## config.mk

```make
export PLATFORM = sky130hd
export DESIGN_NAME = dmem_access_unit_flat
export DESIGN_NICKNAME = d
export VERILOG_FILES = /design/src/rtl/dmem_access_unit_if.sv /design/src/rtl/dmem_access_unit.sv /design/src/flat_wrapper.sv
export SDC_FILE = /design/constraint.sdc
export NUM_CORES = 1
export LEC_CHECK = 0
export BUFFER_PORTS_ARGS = -buffer_cell sky130_fd_sc_hd__buf_2
export CAP_MARGIN = 20
export CORE_ASPECT_RATIO = 0.7
export CORE_MARGIN = 3
export CORE_UTILIZATION = 45
export DETAILED_ROUTE_END_ITERATION = 10
export GPL_ROUTABILITY_DRIVEN = 1
export MAX_ROUTING_LAYER = met4
export PLACE_DENSITY_LB_ADDON = 0.3
export SYNTH_ARGS = -nofsm -noshare
export SYNTH_HDL_FRONTEND = slang
export SYNTH_SLANG_ARGS = --single-unit
```

## constraint.sdc

```tcl
create_clock -name clock -period 4.35 [get_ports clock]
set_input_delay 0.87 -clock clock [delete_from_list [all_inputs] [get_ports clock]]
set_output_delay 0.87 -clock clock [all_outputs]
set_load 0.01 [all_outputs]
```

## src/rtl/dmem_access_unit_if.sv

```systemverilog
// dmem_access_unit_if: request/response and data-memory bus of the load/store unit
interface dmem_access_unit_if;
    logic        req_valid;
    logic        req_ready;
    logic        req_write;
    logic [1:0]  req_size;
    logic        req_unsigned;
    logic [31:0] req_addr;
    logic [31:0] req_wdata;
    logic        rsp_valid;
    logic [31:0] rsp_rdata;
    logic        rsp_error;
    logic [31:0] mem_address;
    logic [31:0] mem_data_in;
    logic [31:0] mem_data_out;
    logic        mem_read_write;
    logic [1:0]  mem_access_size;
    modport master (
        output req_valid, req_write, req_size, req_unsigned, req_addr, req_wdata, mem_data_out,
        input  req_ready, rsp_valid, rsp_rdata, rsp_error, mem_address, mem_data_in,
               mem_read_write, mem_access_size
    );
    modport slave (
        input  req_valid, req_write, req_size, req_unsigned, req_addr, req_wdata, mem_data_out,
        output req_ready, rsp_valid, rsp_rdata, rsp_error, mem_address, mem_data_in,
               mem_read_write, mem_access_size
    );
endinterface

```

## src/rtl/dmem_access_unit.sv

```systemverilog
// dmem_access_unit: byte/half/word load-store unit over a 4-byte-write data memory; DMEM_RANGE_CHECK_EN adds an address range fault
module dmem_access_unit #(
    parameter logic [31:0] BASE_ADDR = 32'h01000000,
    parameter int          DEPTH     = 1048576
) (
    input logic              clock,
    input logic              reset,
    dmem_access_unit_if.slave bus
);
    typedef enum logic [2:0] {IDLE, LOAD, RMW_RD, WRITE, RESP} state_t;
    localparam logic [31:0] LAST_ADDR = BASE_ADDR + 32'(DEPTH) - 32'd4;
`ifdef DMEM_RANGE_CHECK_EN
    localparam bit RANGE_EN = 1'b1;
`else
    localparam bit RANGE_EN = 1'b0;
`endif
    state_t      state;
    logic [1:0]  size;
    logic        uns;
    logic [1:0]  lane;
    logic [31:0] wdata;
    logic        fault;
    logic [4:0]  sh;
    logic [31:0] shifted;
    logic [31:0] load_ext;
    logic [31:0] mask;
    logic [31:0] merged;
    assign fault = (bus.req_size == 2'b11)
                 | (bus.req_size == 2'b01 && bus.req_addr[0])
                 | (bus.req_size == 2'b10 && bus.req_addr[1:0] != 2'b00)
                 | (RANGE_EN && (bus.req_addr < BASE_ADDR || bus.req_addr > LAST_ADDR));
    assign sh       = {lane, 3'b000};
    assign shifted  = bus.mem_data_out >> sh;
    assign load_ext = size == 2'b00 ? {{24{~uns & shifted[7]}}, shifted[7:0]}
                    : size == 2'b01 ? {{16{~uns & shifted[15]}}, shifted[15:0]}
                    : bus.mem_data_out;
    assign mask     = (size == 2'b00 ? 32'h000000FF : 32'h0000FFFF) << sh;
    assign merged   = (bus.mem_data_out & ~mask) | ((wdata << sh) & mask);
    // Request FSM; every bus and response output is a register updated here
    always_ff @(posedge clock or posedge reset) begin
        if (reset) begin
            state               <= IDLE;
            size                <= 2'b00;
            uns                 <= 1'b0;
            lane                <= 2'b00;
            wdata               <= 32'd0;
            bus.req_ready       <= 1'b1;
            bus.rsp_valid       <= 1'b0;
            bus.rsp_rdata       <= 32'd0;
            bus.rsp_error       <= 1'b0;
            bus.mem_address     <= BASE_ADDR;
            bus.mem_data_in     <= 32'd0;
            bus.mem_read_write  <= 1'b0;
            bus.mem_access_size <= 2'b00;
        end else begin
            bus.rsp_valid      <= 1'b0;
            bus.mem_read_write <= 1'b0;
            bus.req_ready      <= 1'b0;
            case (state)
                IDLE: begin
                    if (bus.req_valid) begin
                        size                <= bus.req_size;
                        uns                 <= bus.req_unsigned;
                        lane                <= bus.req_addr[1:0];
                        wdata               <= bus.req_wdata;
                        bus.mem_access_size <= bus.req_size;
                        bus.rsp_rdata       <= 32'd0;
                        bus.rsp_error       <= fault;
                        if (fault) begin
                            state         <= RESP;
                            bus.rsp_valid <= 1'b1;
                        end else begin
                            bus.mem_address <= {bus.req_addr[31:2], 2'b00};
                            if (!bus.req_write) begin
                                state <= LOAD;
                            end else if (bus.req_size == 2'b10) begin
                                state              <= WRITE;
                                bus.mem_read_write <= 1'b1;
                                bus.mem_data_in    <= bus.req_wdata;
                            end else begin
                                state <= RMW_RD;
                            end
                        end
                    end else begin
                        bus.req_ready <= 1'b1;
                    end
                end
                LOAD: begin
                    bus.rsp_rdata <= load_ext;
                    bus.rsp_valid <= 1'b1;
                    state         <= RESP;
                end
                RMW_RD: begin
                    bus.mem_data_in    <= merged;
                    bus.mem_read_write <= 1'b1;
                    state              <= WRITE;
                end
                WRITE: begin
                    bus.rsp_valid <= 1'b1;
                    state         <= RESP;
                end
                default: begin
                    bus.req_ready <= 1'b1;
                    state         <= IDLE;
                end
            endcase
        end
    end
endmodule

```

## src/flat_wrapper.sv

```systemverilog
// flat-port wrapper written by rule: the top's interface ports become plain ports
module dmem_access_unit_flat 
#(
    parameter logic [31:0] BASE_ADDR = 32'h01000000,
    parameter int          DEPTH     = 1048576
)
  (clock, reset, bus_req_valid, bus_req_write, bus_req_size, bus_req_unsigned, bus_req_addr, bus_req_wdata, bus_mem_data_out, bus_req_ready, bus_rsp_valid, bus_rsp_rdata, bus_rsp_error, bus_mem_address, bus_mem_data_in, bus_mem_read_write, bus_mem_access_size);
  dmem_access_unit_if bus_i ();
  input logic clock;
  input logic reset;
  input wire logic [$bits(bus_i.req_valid)-1:0] bus_req_valid;
  input wire logic [$bits(bus_i.req_write)-1:0] bus_req_write;
  input wire logic [$bits(bus_i.req_size)-1:0] bus_req_size;
  input wire logic [$bits(bus_i.req_unsigned)-1:0] bus_req_unsigned;
  input wire logic [$bits(bus_i.req_addr)-1:0] bus_req_addr;
  input wire logic [$bits(bus_i.req_wdata)-1:0] bus_req_wdata;
  input wire logic [$bits(bus_i.mem_data_out)-1:0] bus_mem_data_out;
  output wire logic [$bits(bus_i.req_ready)-1:0] bus_req_ready;
  output wire logic [$bits(bus_i.rsp_valid)-1:0] bus_rsp_valid;
  output wire logic [$bits(bus_i.rsp_rdata)-1:0] bus_rsp_rdata;
  output wire logic [$bits(bus_i.rsp_error)-1:0] bus_rsp_error;
  output wire logic [$bits(bus_i.mem_address)-1:0] bus_mem_address;
  output wire logic [$bits(bus_i.mem_data_in)-1:0] bus_mem_data_in;
  output wire logic [$bits(bus_i.mem_read_write)-1:0] bus_mem_read_write;
  output wire logic [$bits(bus_i.mem_access_size)-1:0] bus_mem_access_size;
  assign bus_i.req_valid = bus_req_valid;
  assign bus_i.req_write = bus_req_write;
  assign bus_i.req_size = bus_req_size;
  assign bus_i.req_unsigned = bus_req_unsigned;
  assign bus_i.req_addr = bus_req_addr;
  assign bus_i.req_wdata = bus_req_wdata;
  assign bus_i.mem_data_out = bus_mem_data_out;
  assign bus_req_ready = bus_i.req_ready;
  assign bus_rsp_valid = bus_i.rsp_valid;
  assign bus_rsp_rdata = bus_i.rsp_rdata;
  assign bus_rsp_error = bus_i.rsp_error;
  assign bus_mem_address = bus_i.mem_address;
  assign bus_mem_data_in = bus_i.mem_data_in;
  assign bus_mem_read_write = bus_i.mem_read_write;
  assign bus_mem_access_size = bus_i.mem_access_size;
  dmem_access_unit #(.BASE_ADDR(BASE_ADDR), .DEPTH(DEPTH)) u_core (.clock(clock), .reset(reset), .bus(bus_i));
endmodule
```

==> qor.txt, run 1 <==
# setup viols final - 0
Post-DP HPWL - 13.92 mm
Setup CP Type - flop to flop
Initial core utilization - 0.4671
Power share of the sequential group - 0.353
Met2 wire length - 8.310 mm
Max Freq - 0.3656 GHz
CORE AREA - 0.01259 mm^2
Pin count of the biggest net entering global routing - 83
Mean Syn Cell Area - 11.49 um^2
Clock tree sinks - 122
Crit path max fanout - 28
CP endpoint kind - flop
Port bufs - 202
Clock Power Share - 0.208
Die Y - 101.7 um
Tot GR Track Use - 0.2692
DR iter-0 viols - 481
Max Cap Viol - 0
Seq/Total Area, Yosys - 0.5195
WP data arrival - 3070 ps
TritonCTS buffer count - 17
Final WL - 18.83 mm
Final period util - 0.6288
Post-synth EDFFs - 0
Initial antenna violation count - 1
ANT nets after route - 0
Pwr Total - 6.040 mW
Vias in the first global route - 5050
Filler cells - 1036
Largest family of logic cells by synthesized area - compound AO/OA/AOI/OAI gates
Synth Flop Type - dfrtp_1
Vias post-DR - 5221
Clock edge transition at the registers on the reported setup and hold paths - 50 ps
Worst Path Buf+Inv - 0
Fin nets - 805
Combinational share of power - 0.439
H-Tree Level Count - 4
Power per cell area - 797.4 mW/mm^2
HP Class - input pin to async pin
Worst-Skew Late Latency - 420 ps
Highest routed layer - met4
CTS tree - built
Clock Tree Root - clkbuf_16
Static leakage - 3.662 nW
Mux cell area share after synthesis - 0.1617
M1 WL - 8.328 mm
Die width - 142.6 um
DRC violations left - 0
Net Sw Frac - 0.3967
Final Instance Area - 0.007575 mm^2
Crit-path cells - nor2b_1, a221oi_2, a211oi_4, a221o_1
Worst path slowest cell - dfrtp_1
Layout cells sized above 1 - 0.4474
Die ar. - 0.01450 mm^2
Worst setup SP type - flop
PostCTS Resize Cnt - 0
# Post-CTS Setup Buffers - 0
Internal cell power - 3.644 mW
R2r worst-path depth - 4
Gpl congestion - 0.9262
First-pass GRT wire length - 28.74 mm
Post-DR wirelength/cell - 21.47 um
RSZ-0062 raised after global routing - no
DRT Pass-1 Iters - 5
Critical Path Stages - 4
Setup TNS Final - 0 ps
CTS Buffer Depth - 2
Worst-margin pin slew - 842.2 ps
Register Area - 0.003055 mm^2
Cells after synthesis - 512
Xor/xnor share of the synthesized area - 0
Post-Synth Simple-Gate Area - 0.07530
Slew Viols, Final - 0
Min cycle time layout - 2735 ps
Switching pwr - 2.396 mW
Area used by multi-input combinational logic - 0.002630 mm^2
Unique masters post-synth - 48
Status - finished clean
Peak VDD IR - 0.3605 mV
Vias per std cell - 5.953
Yosys warns - 0
Critical Path Max Stage Delay - 890 ps
CP required - 4690 ps
CTS Hold Bufs - 0
Fraction of registers with async set/reset - 1.000
Layout Skew - 16.56 ps
Adder-cell area share of the yosys netlist - 0
Yosys reg bits - 122
CP top delay family - compound AO/OA/AOI/OAI gates
Syn-to-layout area delta - 28.78%
Rel. slew slack - 0.4385
Final Hold Viols - 0
Mapped cell area - 0.005882 mm^2
Grt ovf - 0
Post-synthesis compound-gate area fraction - 0.2053
# IOs - 205
Cell Rows - 34
Area of placed instances - 0.006992 mm^2
WL met3 - 1.849 mm
-- cell usage after synthesis (7+ instances only) --
| master | number | share of area |
|---|---|---|
| a221o_1 | 27 | 0.046 |
| o21ai_0 | 47 | 0.040 |
| nor2_1 | 26 | 0.017 |
| a311oi_1 | 8 | 0.012 |
| a21o_1 | 12 | 0.015 |
| buf_2 | 9 | 0.0077 |
| a21oi_1 | 14 | 0.012 |
| a22oi_1 | 16 | 0.020 |
| clkbuf_1 | 27 | 0.017 |
| nand2_1 | 29 | 0.019 |
| dfrtp_1 | 120 | 0.51 |
| o21a_1 | 7 | 0.0089 |
| o22ai_1 | 7 | 0.0074 |
| mux2i_1 | 23 | 0.039 |
| mux2_2 | 64 | 0.12 |
-- worst paths after layout --
| path | start | end | slack [ps] |
|---|---|---|---|
| max | u_core.lane[1] | u_core.bus.rsp_rdata[18] | 1610 |
| min | reset | u_core.bus.mem_address[25] | 340 |
| max reg2reg | u_core.lane[1] | u_core.bus.rsp_rdata[18] | 1610 |
| min reg2reg | u_core.bus.mem_data_in[5] | u_core.bus.mem_data_in[5] | 470 |
| max in group asynchronous | reset | u_core.bus.mem_address[8] | 3050 |
| min in group clock | u_core.bus.mem_data_in[5] | u_core.bus.mem_data_in[5] | 470 |
-- cells by family (layout without fill, tap and decap cells) --
kind of cell    after synthesis  after routing
compound gates              166            166
flops                       122            122
mux                          87             87
simple gates                 87             87
buf+inv                      49            249
other cells                   1              4
-- layer usage --
metal / GRT usage / up-vias
li1: - / 2320
met1: 0.3835 / 2564
met5: - / -
met2: 0.3763 / 303
met4: 0.08473 / 0
met3: 0.07079 / 34
-- per-stage QoR --
stage | hold WS (ps) | worst slack (ps) | std cells | util
6_report | 340.3 | 1615 | 877 | 0.6016
3_3_place_gp | 460.6 | 1473 | 842 | 0.5541
3_5_place_dp | 460.7 | 1284 | 843 | 0.5552
5_1_grt | 339.7 | 1430 | 876 | 0.6014
2_1_floorplan | 499.4 | 240.8 | 513 | -
4_1_cts | 476.2 | 1650 | 873 | 0.5968
-- area by class of cell --
type | count | area share
repair buffers | 211 | 0.1487
flip-flops and latches | 122 | 0.4034
diodes | 2 | 0.0006607
well taps | 162 | 0.02676
clock buffers | 23 | 0.06310
multi-input cells | 342 | 0.3472
clock inverters | 7 | 0.005946
inverters | 8 | 0.004295
-- sequential cells by signal (all words and copies together) (netlist names) --
signal	flops
u_core.bus.mem_data_in	32
u_core.bus.rsp_rdata	32
u_core.bus.mem_address	30
u_core.wdata	16
u_core.state	3
u_core.bus.mem_access_size	2
u_core.lane	2
u_core.bus.mem_read_write	1
u_core.bus.req_ready	1
u_core.bus.rsp_error	1
u_core.bus.rsp_valid	1
u_core.uns	1
-- layout by cell type (no fill, tap or decap), types with 8 or more instances in the layout --
cell         n
mux2_2      64
a221o_1     27
a311oi_1     8
a21o_1      12
dfrtp_1    120
buf_2      202
mux2i_1     23
a22oi_1     16
clkbuf_16   17
o21ai_0     47
nand2_1     29
nor2_1      25
a21oi_1     14
-- worst reg2reg max path, delay by kind of cell (launching register included) --
kind | cells | cell delay (ps)
compound gates | 3 | 1020
simple gates | 1 | 760
flops | 1 | 890
-- power by group through the flow --
stage	Sequential [mW]	Combinational, mW	Clock [mW]
after floorplan	2.15	1.63	0
after global placement	2.10	2.53	0
after detailed placement	2.12	2.63	0
after CTS	2.11	2.63	1.27
after global routing	2.20	2.89	1.33
final	2.13	2.65	1.26
Note: power is estimated with default switching activity, not from simulation.
==> run 2, diff against run 1 <==
--- a/config.mk
+++ b/config.mk
@@ -9,7 +9,7 @@
 export CAP_MARGIN = 20
 export CORE_ASPECT_RATIO = 0.7
 export CORE_MARGIN = 3
-export CORE_UTILIZATION = 45
+export CORE_UTILIZATION = 50
 export DETAILED_ROUTE_END_ITERATION = 10
 export GPL_ROUTABILITY_DRIVEN = 1
 export MAX_ROUTING_LAYER = met4
==> constraint.sdc (replaced) <==
create_clock -name clock -period 2.6 [get_ports clock]
set_input_delay 0.52 -clock clock [delete_from_list [all_inputs] [get_ports clock]]
set_output_delay 0.52 -clock clock [all_outputs]
set_load 0.01 [all_outputs]
==> qor.txt, run 2 (same netlist as run 1, synthesis figures left out) <==
DRC violations left - 0 (unchanged)
Layout cells sized above 1 - 0.4571 (+0.009658)
H-Tree Level Count - 4 (unchanged)
CTS Hold Bufs - 0 (unchanged)
Max Cap Viol - 0 (unchanged)
Syn-to-layout area delta - 30.93%
CTS Buffer Depth - 2 (unchanged)
WP data arrival - 2610 ps (-460 ps)
Reg2reg end - u_core.bus.mem_data_in[16]
Worst setup SP type - flop
Post-DP HPWL - 13.56 mm (-2.6%)
Cell Rows - 32 (-5.9%)
Area used by multi-input combinational logic - 0.002619 mm^2 (-0.43%)
# setup viols final - 0 (unchanged)
Vias post-DR - 5213 (-0.15%)
Gpl congestion - 0.9258 (about the same)
Clock tree sinks - 122 (unchanged)
CORE AREA - 0.01125 mm^2 (-11%)
Initial antenna violation count - 0 (-1)
Largest regs - u_core.bus.mem_data_in x32, u_core.bus.rsp_rdata x32, u_core.bus.mem_address x30
Port bufs - 202 (unchanged)
Status - finished clean
Clock edge transition at the registers on the reported setup and hold paths - 60 ps (about the same)
Net Sw Frac - 0.3827 (-0.01400)
Power per cell area - 1381 mW/mm^2 (+73%)
Setup slack, reg-to-reg - 310 ps (-1300 ps)
Post-DR wirelength/cell - 21.17 um (-1.4%)
Filler cells - 875 (-16%)
Worst r2r src - u_core.lane[0]
Final period util - 0.8790 (+0.2503)
CP endpoint kind - flop
Final Hold Viols - 0 (unchanged)
Vias per std cell - 5.958 (about the same)
Worst-Skew Late Latency - 410 ps (about the same)
Fin util - 0.6845 (+0.08295)
Combinational share of power - 0.430 (-0.009)
ANT nets after route - 0 (unchanged)
Crit path max fanout - 30 (+7.1%)
CP required - 2930 ps (-1760 ps)
Initial core utilization - 0.5228 (+0.05569)
First-pass GRT wire length - 29.08 mm (+1.2%)
DR iter-0 viols - 478 (-0.62%)
Static leakage - 3.747 nW (+2.3%)
Worst-margin pin slew - 746.7 ps (-95.48 ps)
Die ar. - 0.01312 mm^2 (-9.5%)
Fin nets - 812 (+0.87%)
PostCTS Resize Cnt - 0 (unchanged)
Peak VDD IR - 0.6748 mV (+87%)
Register Area - 0.003055 mm^2 (unchanged)
Die width - 135.6 um (-4.9%)
RSZ-0062 raised after global routing - no
Tot GR Track Use - 0.2991 (+0.02995)
Layout Skew - 9.428 ps (-7.135 ps)
TritonCTS buffer count - 17 (unchanged)
R2r worst-path depth - 5 (+1)
Grt ovf - 0 (unchanged)
Power share of the sequential group - 0.333 (-0.020)
Setup CP Type - flop to flop
Slew Viols, Final - 0 (unchanged)
Vias in the first global route - 5174 (+2.5%)
DRT Pass-1 Iters - 5 (unchanged)
Rel. slew slack - 0.5017 (+0.06312)
Setup TNS Final - 0 ps (unchanged)
Pin count of the biggest net entering global routing - 123 (+48%)
Most frequent cells in the layout - buf_2 (202), dfrtp_1 (120), mux2_2 (64), o21ai_0 (47), nand2_1 (29)
# Post-CTS Setup Buffers - 0 (unchanged)
Commonest non-fill, non-tap cell in the layout - buf_2
Internal cell power - 6.564 mW (+80%)
CTS tree - built
ANT cells - 0 (-2)
Final WL - 18.53 mm (-1.6%)
# IOs - 205 (unchanged)
Clock Tree Root - clkbuf_16
Die Y - 96.75 um (-4.8%)
Switching pwr - 4.069 mW (+70%)
Max Freq - 0.4375 GHz (+20%)
Min cycle time layout - 2285 ps (-449.6 ps)
HP Class - input pin to async pin
Clock Power Share - 0.238 (+0.030)
==> run 2: worst max-delay path: stages (launching register included) <==
cell	delay, ps
dfrtp_1	640
buf_12	270
nand2b_1	250
o21ai_0	620
o221ai_1	250
a21oi_1	170
==> run 2: metrics by stage <==
| step | worst slack (ps) | cells | power [mW] | instance area (um^2) | hold slack (ps) |
|---|---|---|---|---|---|
| 6_report | 314.5 | 875 | 10.63 | 7701 | 255.6 |
| 5_1_grt | 180.3 | 875 | 11.24 | 7701 | 329.5 |
| 4_1_cts | 389.3 | 875 | 10.62 | 7701 | 324.0 |
| 3_5_place_dp | 430.1 | 843 | 8.027 | 7063 | 460.6 |
| 3_3_place_gp | 442.0 | 842 | 7.827 | 7048 | 461.4 |
| 2_1_floorplan | 584.3 | 513 | 6.339 | 5889 | 499.4 |
==> run 2: final cells by class <==
cell class,count,area share
sequential,122,0.3968
multi-input combinational,342,0.3400
timing repair buffer,218,0.1511
clock buffer,21,0.06109
tap,153,0.02486
clock inverter,11,0.02177
inverter,8,0.004387
==> run 2: how the worst max path moves through the flow <==
| stage | from | endpoint | slack, ps | cells after the start |
|---|---|---|---|---|
| 6_report | u_core.lane[0] | u_core.bus.mem_data_in[16] | 310 | 5 |
| 5_1_grt | u_core.lane[0] | u_core.bus.mem_data_in[18] | 180 | 5 |
| 4_1_cts | u_core.lane[0] | u_core.bus.mem_data_in[16] | 390 | 5 |
| 3_5_place_dp | u_core.state[1] | u_core.bus.rsp_rdata[24] | 430 | 5 |
| 3_3_place_gp | u_core.state[0] | u_core.bus.rsp_rdata[20] | 440 | 4 |
| 2_1_floorplan | reset | u_core.bus.mem_access_size[0] | 580 | 1 |
==> run 2: layer usage <==
layer,wire (um),global-route usage,share of wire,vias up
met5,0,-,0,-
met4,256,0.07049,0.014,0
met3,1829,0.07900,0.099,25
met2,8352,0.4289,0.45,280
met1,8088,0.4298,0.44,2573
li1,-,-,-,2335
==> run 2: power by group through the flow <==
stage / Combinational [mW] / Sequential (mW) / Clock (mW)
CTS: 4.55 / 3.51 / 2.56
detailed placement: 4.51 / 3.52 / 0
global placement: 4.34 / 3.48 / 0
global route: 4.94 / 3.64 / 2.66
floorplan: 2.74 / 3.60 / 0
finish: 4.57 / 3.54 / 2.53
==> run 3, diff against run 2 <==
--- a/config.mk
+++ b/config.mk
@@ -13,7 +13,7 @@
 export DETAILED_ROUTE_END_ITERATION = 10
 export GPL_ROUTABILITY_DRIVEN = 1
 export MAX_ROUTING_LAYER = met4
-export PLACE_DENSITY_LB_ADDON = 0.3
+export PLACE_DENSITY = 0.79
 export SYNTH_ARGS = -nofsm -noshare
 export SYNTH_HDL_FRONTEND = slang
 export SYNTH_SLANG_ARGS = --single-unit
==> qor.txt, run 3 (same netlist as run 1, synthesis figures left out) <==
Status - finished clean
Post-DR wirelength/cell - 21.60 um (+2.0%)
Vias per std cell - 6.052 (+1.6%)
Max Freq - 0.4560 GHz (+4.2%)
WP data arrival - 2530 ps (-80 ps)
Worst setup SP type - flop
Internal cell power - 6.628 mW (+0.97%)
Critical Path Max Stage Delay - 570 ps (-70 ps)
Worst-margin pin slew - 688.9 ps (-57.79 ps)
Reg2reg end - u_core.bus.mem_data_in[22]
Pin count of the biggest net entering global routing - 123 (unchanged)
Final Hold Viols - 0 (unchanged)
Hold slack - 264.0 ps (+8.428 ps)
Final period util - 0.8435 (-0.03555)
Fin util - 0.6862 (+0.001668)
Clock tree sinks - 122 (unchanged)
Power per cell area - 1389 mW/mm^2 (+0.63%)
Clock Tree Root - clkbuf_16
Syn-to-layout area delta - 31.25%
First-pass GRT wire length - 29.47 mm (+1.4%)
Initial antenna violation count - 0 (unchanged)
ANT cells - 0 (unchanged)
PostCTS Resize Cnt - 0 (unchanged)
CP endpoint kind - flop
# setup viols final - 0 (unchanged)
HP Class - input pin to async pin
Largest regs - u_core.bus.mem_data_in x32, u_core.bus.rsp_rdata x32, u_core.bus.mem_address x30
Port bufs - 202 (unchanged)
Commonest non-fill, non-tap cell in the layout - buf_2
DRT Pass-1 Iters - 5 (unchanged)
Net Sw Frac - 0.3821 (-0.0005796)
TritonCTS buffer count - 17 (unchanged)
Tot GR Track Use - 0.3012 (+0.002048)
Die ar. - 0.01312 mm^2 (unchanged)
Layout Skew - 6.885 ps (-2.544 ps)
Grt ovf - 0 (unchanged)
ANT nets after route - 0 (unchanged)
Combinational share of power - 0.433 (+0.003)
Power share of the sequential group - 0.326 (-0.007)
Worst r2r src - u_core.lane[0]
Layout cells sized above 1 - 0.4572 (about the same)
Initial core utilization - 0.5228 (unchanged)
H-Tree Level Count - 4 (unchanged)
# IOs - 205 (unchanged)
CTS tree - built
Filler cells - 834 (-4.7%)
Setup slack, reg-to-reg - 410 ps (+90 ps)
Cell Rows - 32 (unchanged)
Min cycle time layout - 2193 ps (-92.43 ps)
DR iter-0 viols - 544 (+14%)
Final Instance Area - 0.007720 mm^2 (+0.24%)
Peak VDD IR - 0.6390 mV (-5.3%)
Worst Setup EP - u_core.bus.mem_data_in[22]
Worst path slowest cell - dfrtp_1
Final WL - 18.94 mm (+2.2%)
Rel. slew slack - 0.5402 (+0.03857)
Crit-path cells - buf_4, nand2b_1, o21ai_0, o221ai_1, a21oi_1
Most frequent cells in the layout - buf_2 (202), dfrtp_1 (120), mux2_2 (64), o21ai_0 (47), nand2_1 (29)
Static leakage - 3.764 nW (+0.45%)
Setup TNS Final - 0 ps (unchanged)
Crit path max fanout - 17 (-43%)
# Post-CTS Setup Buffers - 0 (unchanged)
Die Y - 96.75 um (unchanged)
RSZ-0062 raised after global routing - no
Vias post-DR - 5308 (+1.8%)
Setup CP Type - flop to flop
Worst-Skew Late Latency - 410 ps (about the same)
DRC violations left - 0 (unchanged)
Max Cap Viol - 0 (unchanged)
Switching pwr - 4.098 mW (+0.72%)
Fin nets - 814 (+0.25%)
CP required - 2940 ps (about the same)
R2r worst-path depth - 5 (unchanged)
Vias in the first global route - 5272 (+1.9%)
Clock Power Share - 0.241 (+0.003)
Clock edge transition at the registers on the reported setup and hold paths - 60 ps (about the same)
CTS Buffer Depth - 2 (unchanged)
Worst Setup SP - u_core.lane[0]
Post-DP HPWL - 13.86 mm (+2.2%)
Gpl congestion - 0.9206 (-0.56%)
Area of placed instances - 0.007063 mm^2 (unchanged)
Slew Viols, Final - 0 (unchanged)
Die width - 135.6 um (unchanged)
CORE AREA - 0.01125 mm^2 (unchanged)
CTS Hold Bufs - 0 (unchanged)
==> run 3: cell count changes in the layout (fill, tap and decap cells not counted) <==
cell | previous run | this run
buf_4 | 13 | 15
bufinv_16 | 4 | 5
clkbuf_8 | 3 | 1
clkinvlp_4 | 3 | 2
clkinv_2 | 3 | 4
clkbuf_1 | 1 | 2
clkinv_4 | 2 | 1
inv_6 | 0 | 1
==> run 3: per-stage QoR <==
step,std cells,power [mW],worst slack [ps]
6_report,877,10.73,406.9
5_1_grt,877,11.31,264.8
4_1_cts,876,10.65,422.7
3_5_place_dp,844,8.017,430.5
3_3_place_gp,844,7.859,509.6
2_1_floorplan,513,6.339,584.3
==> run 3: worst max-delay path, delay by kind of cell, from the launching register on <==
kind	cells	cell delay, ps
DFF	1	570
AOI/OAI and AO/OA	3	1000
buffers and inverters	1	300
and+or+nand+nor	1	250
==> run 3: worst min-delay path by stage <==
| stage | startpoint | to | slack [ps] |
|---|---|---|---|
| after floorplan | u_core.wdata[11] | u_core.wdata[11] | 500 |
| after detailed placement | u_core.bus.mem_data_in[2] | u_core.bus.mem_data_in[2] | 460 |
| after CTS | reset | u_core.bus.rsp_rdata[17] | 330 |
| after global routing | bus_req_addr[29] | u_core.bus.mem_address[29] | 330 |
| after global placement | u_core.bus.mem_data_in[2] | u_core.bus.mem_data_in[2] | 460 |
| final | reset | u_core.bus.rsp_rdata[17] | 260 |
==> run 3: final cells by class <==
class,count,area [um^2],area share
repair buffers,220,1179,0.1527
clock buffers,20,446.7,0.05786
flip-flops and latches,122,3055,0.3958
inverters,8,33.78,0.004376
multi-input cells,342,2619,0.3392
well taps,153,191.4,0.02480
clock inverters,12,195.2,0.02528
==> run 3: power groups by stage <==
stage / Sequential [mW] / Combinational [mW] / Clock, mW
floorplan: 3.60 / 2.74 / 0
global placement: 3.45 / 4.41 / 0
detailed placement: 3.48 / 4.53 / 0
CTS: 3.48 / 4.57 / 2.60
global route: 3.60 / 5.01 / 2.70
finish: 3.50 / 4.64 / 2.59
==> run 3: layer usage <==
layer | up-vias | global-route usage | wire (um)
met2 | 308 | 0.4300 | 8440
met5 | - | - | 0
met3 | 43 | 0.08472 | 1695
li1 | 2341 | - | -
met1 | 2616 | 0.4225 | 8355
met4 | 0 | 0.08908 | 449
